--- src/rtl/collision_scorer_pkg.sv ---
// Shared types and geometry for the object generator, scorer and renderer.
package collision_scorer_pkg;

  typedef enum logic [1:0] {
    ST_IDLE = 2'd0,
    ST_PLAY = 2'd1,
    ST_OVER = 2'd2
  } state_t;

  localparam logic [8:0] ZONE_TOP_DEF  = 9'd390;
  localparam logic [8:0] ZONE_BOT_DEF  = 9'd420;
  localparam logic [8:0] NEW_PAIR_Y    = 9'd9;
  localparam logic [9:0] SCORE_MAX_DEF = 10'd999;

  // x origin of each lane, left pair then right pair
  localparam logic [9:0] LANE0_X = 10'd200;
  localparam logic [9:0] LANE1_X = 10'd260;
  localparam logic [9:0] LANE2_X = 10'd380;
  localparam logic [9:0] LANE3_X = 10'd440;

endpackage

--- src/rtl/collision_scorer_lane_checker.sv ---
// Per-object hit evaluation: coin catch and fatal (obstacle hit or missed coin).
module lane_checker (
  input  logic zone,
  input  logic miss,
  input  logic square,
  input  logic match,
  input  logic caught,
  output logic coin_catch,
  output logic fatal
);

  assign coin_catch = zone && !square && match && !caught;

  // a coin that leaves the zone uncaught ends the game
  assign fatal = (zone && square && match) ||
                 (miss && !square && !caught);

endmodule

--- src/rtl/collision_scorer.sv ---
// Game FSM, per-pair catch flags and score / high-score bookkeeping.
module collision_scorer
  import collision_scorer_pkg::*;
#(
  parameter logic [8:0] ZONE_TOP  = ZONE_TOP_DEF,
  parameter logic [8:0] ZONE_BOT  = ZONE_BOT_DEF,
  parameter logic [9:0] SCORE_MAX = SCORE_MAX_DEF
) (
  input  logic       pix_stb1,
  input  logic       RST,
  input  logic       start,
  input  logic       object_generated,
  input  logic [8:0] object_y,
  input  logic       object_is_square,
  input  logic       object_is_square2,
  input  logic       path,
  input  logic       path2,
  input  logic       car_path,
  input  logic       car_path2,
  output logic       active,
  output logic       end_game,
  output logic [9:0] score,
  output logic [9:0] high_score
);

  state_t state;
  logic caught1, caught2;
  logic in_zone, miss_row, new_pair;
  logic catch1, catch2, fatal1, fatal2;
  logic fatal;
  logic [10:0] sum;
  logic [9:0]  next_score;

  assign in_zone  = object_generated &&
                    object_y >= ZONE_TOP &&
                    object_y <= ZONE_BOT;
  assign miss_row = object_generated &&
                    object_y == ZONE_BOT + 9'd1;
  assign new_pair = object_y == NEW_PAIR_Y;

  lane_checker u_left (
    .zone       (in_zone),
    .miss       (miss_row),
    .square     (object_is_square),
    .match      (path == car_path),
    .caught     (caught1),
    .coin_catch (catch1),
    .fatal      (fatal1)
  );

  lane_checker u_right (
    .zone       (in_zone),
    .miss       (miss_row),
    .square     (object_is_square2),
    .match      (path2 == car_path2),
    .caught     (caught2),
    .coin_catch (catch2),
    .fatal      (fatal2)
  );

  assign fatal = fatal1 || fatal2;

  assign sum = {1'b0, score} +
               {10'd0, catch1} +
               {10'd0, catch2};

  assign next_score = (sum > {1'b0, SCORE_MAX}) ?
                      SCORE_MAX : sum[9:0];

  always_ff @(posedge pix_stb1) begin
    if (RST) begin
      state      <= ST_IDLE;
      score      <= 10'd0;
      high_score <= 10'd0;
      caught1    <= 1'b0;
      caught2    <= 1'b0;
      active     <= 1'b0;
      end_game   <= 1'b0;
    end else begin
      unique case (state)
        ST_IDLE, ST_OVER: begin
          if (start) begin
            state    <= ST_PLAY;
            active   <= 1'b1;
            end_game <= 1'b0;
            score    <= 10'd0;
            caught1  <= 1'b0;
            caught2  <= 1'b0;
          end
        end
        ST_PLAY: begin
          if (fatal) begin
            state    <= ST_OVER;
            active   <= 1'b0;
            end_game <= 1'b1;
            if (score > high_score)
              high_score <= score;
          end else begin
            score <= next_score;
          end
          if (new_pair) begin
            caught1 <= 1'b0;
            caught2 <= 1'b0;
          end else begin
            if (catch1) caught1 <= 1'b1;
            if (catch2) caught2 <= 1'b1;
          end
        end
        default: begin
          state    <= ST_IDLE;
          active   <= 1'b0;
          end_game <= 1'b0;
        end
      endcase
    end
  end

endmodule

--- config.mk ---
export PLATFORM = sky130hd
export DESIGN_NAME = collision_scorer
export DESIGN_NICKNAME = d
export VERILOG_FILES = /design/src/rtl/collision_scorer_pkg.sv /design/src/rtl/collision_scorer_lane_checker.sv /design/src/rtl/collision_scorer.sv
export SDC_FILE = /design/constraint.sdc
export NUM_CORES = 1
export LEC_CHECK = 0
export ABC_CLOCK_PERIOD_IN_PS = 6500
export CAP_MARGIN = 5
export CORE_UTILIZATION = 33
export DETAILED_ROUTE_END_ITERATION = 16
export GPL_ROUTABILITY_DRIVEN = 1
export GPL_TIMING_DRIVEN = 0
export PLACE_DENSITY = 0.61
export RECOVER_POWER = 50
export SETUP_SLACK_MARGIN = 0.15
export SLEW_MARGIN = 20
export SYNTH_ARGS = -nofsm -noshare
export SYNTH_HDL_FRONTEND = slang
export SYNTH_SLANG_ARGS = --single-unit
--- constraint.sdc ---
create_clock -name pix_stb1 -period 6.5 [get_ports pix_stb1]
set_clock_uncertainty 0.15 [all_clocks]
set_input_delay 0.975 -clock pix_stb1 [delete_from_list [all_inputs] [get_ports pix_stb1]]
set_output_delay 0.975 -clock pix_stb1 [all_outputs]
set_load 0.01 [all_outputs]
==> impl_metrics.tcl <==
set metrics [dict create \
    status "finished clean" \
    grt_max_degree 15 \
    hold_buffers 0 \
    ys_seq_area_frac 0.288 \
    tightest_slew_ns 0.673 \
    async_flop_share 0 \
    drt-pass1-iter-count 4 \
    leakage_nw 0.913 \
    cp.buffers_inverters 3 \
    cpPeakStageDelay_ns 0.46 \
    grt_pass1_wl_mm 7.40 \
    holdCritStartpoint "high_score[1]" \
    end_kind "flop" \
    viasPerCell 5.27 \
    grt_util_all_layers 0.175 \
    drt_wl_total_mm 4.51 \
    synthesis.nets 248 \
    avgSynthCellArea_um2 8.01 \
    hold_viol_final 0 \
    report.final.slew_viol_count 0 \
    cts_buffer_depth 2 \
    drtAntennaViolNets 0 \
    globalRouteOverflowTotal 0 \
    synth_ff_type "dfxtp_1" \
    hold_path_end "high_score[1]" \
    critPathKind "input port to flop" \
    drive_gt1_frac 0.0536 \
    power_w 0.000313 \
    cts_resized 0 \
    cap_viol_max_count 0 \
    port-buffer-count 40 \
    route.detailed.drc 0 \
    setup-tns-final_ns 0 \
    antenna_found_initial 0 \
    clock-sinks 25 \
    pin_count 41 \
    hpwl_mm 3.56 \
    area_growth_pct 30.5 \
    final_common_cell "nand2_1" \
    crit_fanout 8 \
    post-place-cells 327 \
    r2r_end "score[2]" \
    netlist_instances 217 \
    multiInputGateArea_um2 1130 \
    required_ns 6.53 \
    instances_no_fill 331 \
    drt-wirelength-per-cell_um 13.6 \
    start_util 0.343 \
    seq_area_um2 500 \
    final_core_util 0.447 \
    setup_viol_count_final 0 \
    syn-cell-area_um2 1740 \
    die_y_um 74.6 \
    rsz0062_at_grt "no" \
    vias 1745 \
    nFillCells 537 \
    fp-row-count 26 \
    layout_min_cycle_time_ns 4.80 \
    htree_levels 1 \
    routabilityCongestion 0.846 \
    rrSetupSlack_ns 3.05 \
    cts_buffers 3 \
    clk_latency_ns 0.28 \
    fmax_mhz 208 \
    post-route-period-util 0.739 \
    min_path_cells 2 \
    ys_types 51 \
    clock-root-buffer "clkbuf_8" \
    critPathSlowestCell "nor4b_1" \
    r2r_start "caught2" \
    die_area_um2 5560 \
    synth_edf_count 0 \
    coreArea_um2 5070 \
    cp_cell_sequence "clkdlybuf4s50_1, and4b_1, clkbuf_1, nand2b_1, nor4b_1, fa_1, ha_1, clkbuf_1, nand4_1, xnor2_1, a31o_2, a21boi_1, o21ai_0, a31o_2" \
    crit_family "simple AND/OR/NAND/NOR gates" \
    ys_seq_elements 25 \
    path_clk_slew_ns 0.09 \
    layout_common_cells "nand2_1, dfxtp_1, dlygate4sd3_1, clkdlybuf4s50_1, inv_1" \
    cp.arrival_ns 4.83 \
    worst_ir_drop_vdd_v 0.0000784 \
    slew-limit-headroom 0.547 \
    synth-warning-count 0 \
    power_density_nw_per_um2 138 \
    diodes 0 \
    min_path_type "flop to flop" \
    final_nets 293 \
    grt_pass1_vias 1551 \
    post_cts_buffers 0 \
    die_w_um 74.6 \
    cts_tree "yes" \
    reg2regPathDepth 10 \
    start_kind "input port" \
    first_iter_violations 115 \
]
-- cells by family after synthesis --
logic type                 count (synthesis)  share of synthesized area
and+or+nand+nor                           91                      0.271
buffers and inverters                     26                     0.0583
DFF                                       25                      0.288
adders and majority gates                 12                     0.0906
AOI/OAI and AO/OA                         49                      0.209
muxes                                     10                     0.0633
xor gates and xnor gates                   4                     0.0201
-- state kept, by name (all words and copies together) (netlist names) --
register    cells
caught2         1
caught1         1
end_game        1
high_score     10
active          1
state           1
score          10
-- cell type report --
type	instances	area share
multi-input combinational	166	0.499
sequential	25	0.221
timing repair buffer	40	0.176
tap	70	0.0386
inverter	16	0.0265
clock buffer	3	0.0182
buffer	10	0.0182
clock inverter	1	0.00221
-- synthesized netlist by cell type (all sizes together), types with 2 or more instances --
cell type  number  share of area
mux2i           8          0.046
ha             11          0.079
inv            16          0.035
nor2b           6          0.022
a31o            2          0.010
o22ai           2         0.0072
a211oi          3          0.013
nand2          29          0.063
buf             3         0.0086
a21o            6          0.026
dfxtp          25           0.29
and4            2          0.010
o21ai           7          0.022
clkbuf          7          0.015
and2            2         0.0072
xnor2           3          0.015
a22oi           3          0.013
nand4           5          0.018
a21oi           8          0.025
nor4b           3          0.015
nand3          11          0.032
o211ai          2         0.0086
nand2b          3          0.011
mux2            2          0.017
nor2           14          0.030
nor3            6          0.017
a2111o          2          0.013
o221ai          3          0.015
nor4            4          0.018
-- through the flow --
step | area [µm²] | hold slack [ns] | worst slack, ns
6_report | 2270 | 0.327 | 1.70
4_1_cts | 2270 | 0.334 | 1.72
3_3_place_gp | 2230 | 0.311 | 1.37
2_1_floorplan | 1740 | 0.312 | 2.38
3_5_place_dp | 2230 | 0.321 | 1.43
5_1_grt | 2270 | 0.358 | 1.33
-- per-layer routing --
metal  vias up  routed length [µm]  global-route usage
met5         -                   0                   0
met4         0                  34              0.0440
met3         4                 225              0.0298
met2        47                2140               0.286
met1       811                2120               0.240
li1        883                   -                   -
-- where the power goes --
| part | internal [W] | switching [W] | total (W) |
|---|---|---|---|
| registers | 0.000156 | 0.00000432 | 0.000160 |
| logic | 0.0000248 | 0.0000303 | 0.0000551 |
| clock network | 0.0000431 | 0.0000546 | 0.0000977 |
-- worst max path at each step --
stage	startpoint	to	slack, ns	cells past startpoint
final	object_y[6]	score[2]	1.70	14
after global routing	object_y[6]	score[2]	1.33	14
after CTS	object_y[6]	score[2]	1.72	14
after detailed placement	object_y[6]	score[2]	1.43	14
after global placement	object_y[8]	score[2]	1.37	14
after floorplan	object_y[6]	score[2]	2.38	13
-- tightest hold or removal path: stages, from the launching register on --
cell	delay [ns]
dfxtp_1	0.33
nand2_1	0.05
mux2i_1	0.05
(Power assumes the default switching activity.)
